**config.mk**
```make
export PLATFORM = sky130hd
export DESIGN_NAME = pipe_ctrl_flat
export DESIGN_NICKNAME = d
export VERILOG_FILES = /design/src/rtl/pipe_ctrl_if.sv /design/src/rtl/pipe_ctrl.sv /design/src/flat_wrapper.sv
export SDC_FILE = /design/constraint.sdc
export NUM_CORES = 1
export LEC_CHECK = 0
export BUFFER_PORTS_ARGS = -buffer_cell sky130_fd_sc_hd__buf_2
export CELL_PAD_IN_SITES_DETAIL_PLACEMENT = 1
export CELL_PAD_IN_SITES_GLOBAL_PLACEMENT = 1
export CORE_MARGIN = 2
export CORE_UTILIZATION = 20
export DETAILED_ROUTE_END_ITERATION = 12
export PLACE_DENSITY_LB_ADDON = 0.12
export SETUP_SLACK_MARGIN = 0.5
export SLEW_MARGIN = 10
export SYNTH_ARGS = -nofsm -noshare
export SYNTH_HDL_FRONTEND = slang
export SYNTH_SLANG_ARGS = --single-unit
```
**constraint.sdc**
```tcl
create_clock -name clk -period 1.5 [get_ports clk]
set_clock_uncertainty 0.05 [all_clocks]
set_input_delay 0.15 -clock clk [delete_from_list [all_inputs] [get_ports clk]]
set_output_delay 0.15 -clock clk [all_outputs]
set_load 0.05 [all_outputs]
```
**src/rtl/pipe_ctrl_if.sv**
```systemverilog
// Control bundle between the hazard controller and the pipeline it steers.
// The core side drives the *_i requests; the controller drives the *_o controls.
interface pipe_ctrl_if #(
    parameter int unsigned CNT_W = 32
);
    logic             jump_en_i;
    logic [31:0]      jump_addr_i;
    logic             load_use_i;
    logic             mc_start_i;
    logic             mc_done_i;

    logic             jump_en_o;
    logic [31:0]      jump_addr_o;
    logic             pc_stall_o;
    logic             if_id_stall_o;
    logic             id_ex_stall_o;
    logic             if_id_flush_o;
    logic             id_ex_flush_o;
    logic             mc_abort_o;
    logic [CNT_W-1:0] stall_cnt_o;
    logic [CNT_W-1:0] flush_cnt_o;

    modport master (
        output jump_en_i, jump_addr_i, load_use_i, mc_start_i, mc_done_i,
        input  jump_en_o, jump_addr_o, pc_stall_o, if_id_stall_o, id_ex_stall_o,
        input  if_id_flush_o, id_ex_flush_o, mc_abort_o, stall_cnt_o, flush_cnt_o
    );

    modport slave (
        input  jump_en_i, jump_addr_i, load_use_i, mc_start_i, mc_done_i,
        output jump_en_o, jump_addr_o, pc_stall_o, if_id_stall_o, id_ex_stall_o,
        output if_id_flush_o, id_ex_flush_o, mc_abort_o, stall_cnt_o, flush_cnt_o
    );
endinterface

```
**src/rtl/pipe_ctrl.sv**
```systemverilog
// Stall/flush arbiter for the 5-stage core: EX redirects, load-use bubbles, multi-cycle EX ops.
// Define PIPE_CTRL_PERF_CNT_EN to build the saturating stall/flush performance counters.
module pipe_ctrl #(
    parameter int unsigned MC_TIMEOUT = 64,
    parameter int unsigned CNT_W      = 32
) (
    input logic        clk,
    input logic        rst_n,
    pipe_ctrl_if.slave bus
);

    localparam int unsigned TmoW = (MC_TIMEOUT > 2) ? $clog2(MC_TIMEOUT) : 1;
    localparam logic [TmoW-1:0] TmoLast = TmoW'(MC_TIMEOUT - 1);

    typedef enum logic [0:0] {
        StRun,
        StBusy
    } state_e;

    state_e          state_q, state_d;
    logic [TmoW-1:0] tmo_q, tmo_d;
    logic            abort_q, abort_d;

    logic            jump_en;
    logic            pc_stall;
    logic            if_id_stall;
    logic            id_ex_stall;
    logic            if_id_flush;
    logic            id_ex_flush;

    always_comb begin
        state_d     = state_q;
        tmo_d       = tmo_q;
        abort_d     = 1'b0;
        jump_en     = 1'b0;
        pc_stall    = 1'b0;
        if_id_stall = 1'b0;
        id_ex_stall = 1'b0;
        if_id_flush = 1'b0;
        id_ex_flush = 1'b0;

        unique case (state_q)
            StRun: begin
                if (abort_q) begin
                    // Timed-out op is dropped: bubble into ID/EX, ignore new requests.
                    id_ex_flush = 1'b1;
                end else if (bus.jump_en_i) begin
                    jump_en     = 1'b1;
                    if_id_flush = 1'b1;
                    id_ex_flush = 1'b1;
                end else if (bus.mc_start_i && !bus.mc_done_i) begin
                    pc_stall    = 1'b1;
                    if_id_stall = 1'b1;
                    id_ex_stall = 1'b1;
                    state_d     = StBusy;
                    tmo_d       = '0;
                end else if (bus.load_use_i) begin
                    pc_stall    = 1'b1;
                    if_id_stall = 1'b1;
                    id_ex_flush = 1'b1;
                end
            end
            StBusy: begin
                if (bus.mc_done_i) begin
                    state_d = StRun;
                end else begin
                    pc_stall    = 1'b1;
                    if_id_stall = 1'b1;
                    id_ex_stall = 1'b1;
                    tmo_d       = tmo_q + 1'b1;
                    if (tmo_d == TmoLast) begin
                        state_d = StRun;
                        abort_d = 1'b1;
                    end
                end
            end
        endcase
    end

    always_ff @(posedge clk) begin
        if (!rst_n) begin
            state_q <= StRun;
            tmo_q   <= '0;
            abort_q <= 1'b0;
        end else begin
            state_q <= state_d;
            tmo_q   <= tmo_d;
            abort_q <= abort_d;
        end
    end

    // Every control is held low while reset is asserted, even before the first edge.
    assign bus.jump_en_o     = rst_n & jump_en;
    assign bus.jump_addr_o   = (rst_n && jump_en) ? bus.jump_addr_i : 32'h0;
    assign bus.pc_stall_o    = rst_n & pc_stall;
    assign bus.if_id_stall_o = rst_n & if_id_stall;
    assign bus.id_ex_stall_o = rst_n & id_ex_stall;
    assign bus.if_id_flush_o = rst_n & if_id_flush;
    assign bus.id_ex_flush_o = rst_n & id_ex_flush;
    assign bus.mc_abort_o    = rst_n & abort_q;

`ifdef PIPE_CTRL_PERF_CNT_EN
    logic [CNT_W-1:0] stall_cnt_q;
    logic [CNT_W-1:0] flush_cnt_q;

    always_ff @(posedge clk) begin
        if (!rst_n) begin
            stall_cnt_q <= '0;
            flush_cnt_q <= '0;
        end else begin
            if (pc_stall && !(&stall_cnt_q)) begin
                stall_cnt_q <= stall_cnt_q + 1'b1;
            end
            if ((if_id_flush || id_ex_flush) && !(&flush_cnt_q)) begin
                flush_cnt_q <= flush_cnt_q + 1'b1;
            end
        end
    end

    assign bus.stall_cnt_o = rst_n ? stall_cnt_q : '0;
    assign bus.flush_cnt_o = rst_n ? flush_cnt_q : '0;
`else
    assign bus.stall_cnt_o = '0;
    assign bus.flush_cnt_o = '0;
`endif

endmodule

```
**src/flat_wrapper.sv**
```systemverilog
// flat-port wrapper written by rule: the top's interface ports become plain ports
module pipe_ctrl_flat 
#(
    parameter int unsigned MC_TIMEOUT = 64,
    parameter int unsigned CNT_W      = 32
)
  (clk, rst_n, bus_jump_en_i, bus_jump_addr_i, bus_load_use_i, bus_mc_start_i, bus_mc_done_i, bus_jump_en_o, bus_jump_addr_o, bus_pc_stall_o, bus_if_id_stall_o, bus_id_ex_stall_o, bus_if_id_flush_o, bus_id_ex_flush_o, bus_mc_abort_o, bus_stall_cnt_o, bus_flush_cnt_o);
  pipe_ctrl_if #(.CNT_W(CNT_W)) bus_i ();
  input logic clk;
  input logic rst_n;
  input wire logic [$bits(bus_i.jump_en_i)-1:0] bus_jump_en_i;
  input wire logic [$bits(bus_i.jump_addr_i)-1:0] bus_jump_addr_i;
  input wire logic [$bits(bus_i.load_use_i)-1:0] bus_load_use_i;
  input wire logic [$bits(bus_i.mc_start_i)-1:0] bus_mc_start_i;
  input wire logic [$bits(bus_i.mc_done_i)-1:0] bus_mc_done_i;
  output wire logic [$bits(bus_i.jump_en_o)-1:0] bus_jump_en_o;
  output wire logic [$bits(bus_i.jump_addr_o)-1:0] bus_jump_addr_o;
  output wire logic [$bits(bus_i.pc_stall_o)-1:0] bus_pc_stall_o;
  output wire logic [$bits(bus_i.if_id_stall_o)-1:0] bus_if_id_stall_o;
  output wire logic [$bits(bus_i.id_ex_stall_o)-1:0] bus_id_ex_stall_o;
  output wire logic [$bits(bus_i.if_id_flush_o)-1:0] bus_if_id_flush_o;
  output wire logic [$bits(bus_i.id_ex_flush_o)-1:0] bus_id_ex_flush_o;
  output wire logic [$bits(bus_i.mc_abort_o)-1:0] bus_mc_abort_o;
  output wire logic [$bits(bus_i.stall_cnt_o)-1:0] bus_stall_cnt_o;
  output wire logic [$bits(bus_i.flush_cnt_o)-1:0] bus_flush_cnt_o;
  assign bus_i.jump_en_i = bus_jump_en_i;
  assign bus_i.jump_addr_i = bus_jump_addr_i;
  assign bus_i.load_use_i = bus_load_use_i;
  assign bus_i.mc_start_i = bus_mc_start_i;
  assign bus_i.mc_done_i = bus_mc_done_i;
  assign bus_jump_en_o = bus_i.jump_en_o;
  assign bus_jump_addr_o = bus_i.jump_addr_o;
  assign bus_pc_stall_o = bus_i.pc_stall_o;
  assign bus_if_id_stall_o = bus_i.if_id_stall_o;
  assign bus_id_ex_stall_o = bus_i.id_ex_stall_o;
  assign bus_if_id_flush_o = bus_i.if_id_flush_o;
  assign bus_id_ex_flush_o = bus_i.id_ex_flush_o;
  assign bus_mc_abort_o = bus_i.mc_abort_o;
  assign bus_stall_cnt_o = bus_i.stall_cnt_o;
  assign bus_flush_cnt_o = bus_i.flush_cnt_o;
  pipe_ctrl #(.MC_TIMEOUT(MC_TIMEOUT), .CNT_W(CNT_W)) u_core (.clk(clk), .rst_n(rst_n), .bus(bus_i));
endmodule
```
==> impl_metrics.yaml <==
grt:
  grt_pass1_vias: 1091
  grt_pass1_wl_mm: 5.53
  grt_usage: 0.108
  grt-ovfl-total: 0
  antenna_found_initial: 0
  grt_max_degree: 9
yosys:
  synthCells: 159
  netlist_area_sq_mm: 0.00119
  synth_warnings: 0
  ys_types: 31
  ys_seq_elements: 8
  synth_top_area_frac: 0.415
  synth_area_leaders: "buf_4 41%, and2_1 17%, dfxtp_1 13%"
  yosys.area.top_type: "buf_4"
  yosysSeqAreaShare: 0.134
  syn_avg_cell_area_sq_um: 7.52
worst_setup_path:
  worstRegToRegCells: 5
  worstPathRequired_ns: 1.30
  arrival_ns: 1.56
  slowest_delay_ns: 0.32
  timing.rr.start: "u_core.abort_q"
  reg2reg_to: "u_core.tmo_q[4]"
  critPathSlowestCell: "dfxtp_2"
  worst-path-buf-inv: 4
  crit_fanout: 8
  end_kind: "output port"
  startpoint_type: "register"
  critPathKind: "register to output port"
  critPathTopFamily: "buffers and inverters"
  crit_chain: "nand2b_4 -> nor3b_4 -> buf_6 -> buf_12 -> buf_16 -> and2_4 -> buf_8"
  reg2reg_slack_ns: 0.10
route:
  totalWireLength_mm: 4.07
  drt_iter0_markers: 3
  wl_per_cell_microns: 12.3
  drt-vias-per-instance: 3.65
  vias: 1213
  drc_errors: 0
  ant_nets: 0
  first_pass_iters: 2
finish:
  nNetsFinal: 298
  drive_gt1_frac: 0.638
  finalNonFillerCells: 332
  regArea_sq_um: 171
  layout_commonest_cell: "conb_1"
  fillers: 685
  multi_input_area_sq_um: 953
  diodes: 0
  area_growth_pct: 104
  stdcell_area_sq_mm: 0.00243
  layout_common_cells: "64 x conb_1, 37 x buf_2, 34 x buf_8, 33 x and2_4"
placed_design:
  place_inst: 311
  place_area_sq_mm: 0.00161
  portBuffers: 76
  dp_hpwl_mm: 2.66
  routabilityCongestion: 0.664
clock_tree:
  htree_levels: 1
  clk_pin_slew_ns: 0.04
  clock_sinks: 8
  cts_tree: "yes"
  clock_latency_ns: 0.23
  cts_buffers: 3
  root_buffer: "clkbuf_8"
  cts_hold_buffers: 0
  clock_path_buffers: 2
timing:
  hold_viol: 0
  finalSetupViolCount: 37
  layout_min_cycle_time_ns: 1.76
  max_freq_mhz: 569
  rsz0062_at_grt: "true"
  slew_violations: 0
  worst_slack_ns: -0.259
  whs_ns: 0.312
  period_share: 1.17
die:
  die_area_sq_mm: 0.00661
  core_area_sq_mm: 0.00585
  die_w_microns: 81.3
  fp.dieH_microns: 81.3
  ios: 141
  core.rowCount: 28
  start_util: 0.204
worst_hold_path:
  worst_hold_path.endpoint: "u_core.state_q"
  min_from: "rst_n"
  worstHoldPathCells: 4
  hp-class: "primary input to register"
power_and_ir_drop:
  p_per_area_mw_per_mm2: 595
  peakVddDrop_mv: 0.387
  total_power_uw: 1450
  p_leak_uw: 0.00116
job:
  maxCapViolCount: 0
outcome:
  status: "finished with violations"
  violations: "setup timing"
==> Yosys cell counts (all sizes together) <==
cell type	instances
nor4	2
nor3b	1
or4b	2
inv	1
conb	1
ha	2
a311oi	3
o31a	1
clkinv	1
clkbuf	5
nand2b	5
dfxtp	8
xor2	1
and2	33
buf	67
a21oi	5
o21ai	1
nand4	1
and3	1
nand3	6
or3	1
a31oi	2
a211oi	1
nor2	1
a41oi	1
nand2	4
nor2b	1
xnor2	1
==> cells by family after synthesis <==
| logic type | synth area share |
|---|---|
| AO/OA/AOI/OAI | 0.0880 |
| XOR/XNOR | 0.0147 |
| adder cells (fa/ha/maj) | 0.0209 |
| buffers and inverters | 0.441 |
| flip-flops | 0.134 |
| other | 0.00314 |
| AND/OR/NAND/NOR | 0.298 |
==> sequential cells by signal, summed over array words and instances (netlist names) <==
signal / count
u_core.tmo_q: 6
u_core.state_q: 1
u_core.abort_q: 1
==> routing by layer <==
layer | up-vias | global-route usage | part of all wire
met1 | 561 | 0.112 | 0.34
met5 | - | 0 | 0
met3 | 4 | 0.0256 | 0.097
li1 | 583 | - | -
met4 | 0 | 0.0305 | 0.0091
met2 | 65 | 0.212 | 0.56
==> per-stage QoR <==
| step | setup slack (ns) | setup TNS (ns) | util |
|---|---|---|---|
| floorplan | -0.279 | -0.477 | - |
| global placement | -0.178 | -0.462 | 0.276 |
| detailed placement | -0.185 | -0.478 | 0.276 |
| CTS | -0.305 | -9.21 | 0.395 |
| global route | -0.320 | -10.66 | 0.416 |
| finish | -0.259 | -8.45 | 0.416 |
==> timing repair <==
item	4_1_cts	5_1_grt
gates resized for setup	131	16
pin swaps	12	31
setup buffers	9	3
setup endpoints to repair	47	47
cloned	5	0
==> worst max-delay path by stage <==
stage / start / endpoint / cells after the start
final: u_core.state_q / bus_jump_addr_o[21] / 7
after CTS: u_core.abort_q / bus_if_id_stall_o / 4
after global placement: bus_jump_en_i / bus_if_id_stall_o / 4
after global routing: u_core.state_q / bus_jump_addr_o[21] / 7
after floorplan: u_core.abort_q / bus_pc_stall_o / 4
after detailed placement: bus_jump_en_i / bus_if_id_stall_o / 4
==> worst reg2reg max path, cell delays in order (launching register included) <==
cell and delay (ns):
dfxtp_2 0.32, or4b_4 0.53, buf_6 0.15, buf_6 0.11, nand3_2 0.06, a31oi_1 0.07
==> cell type report <==
cell class,count,area share
Sequential cell,8,0.0705
Inverter,2,0.00309
Clock buffer,4,0.0185
Timing Repair Buffer,103,0.477
Tap cell,75,0.0386
Multi-Input combinational cell,140,0.392
==> where the power goes <==
group / switching [uW] / internal (uW) / total (uW)
Sequential: 2.22 / 212 / 214
Combinational: 644 / 310 / 954
Clock: 94.0 / 185 / 279
No activity file was read; power rests on OpenSTA's default activity.
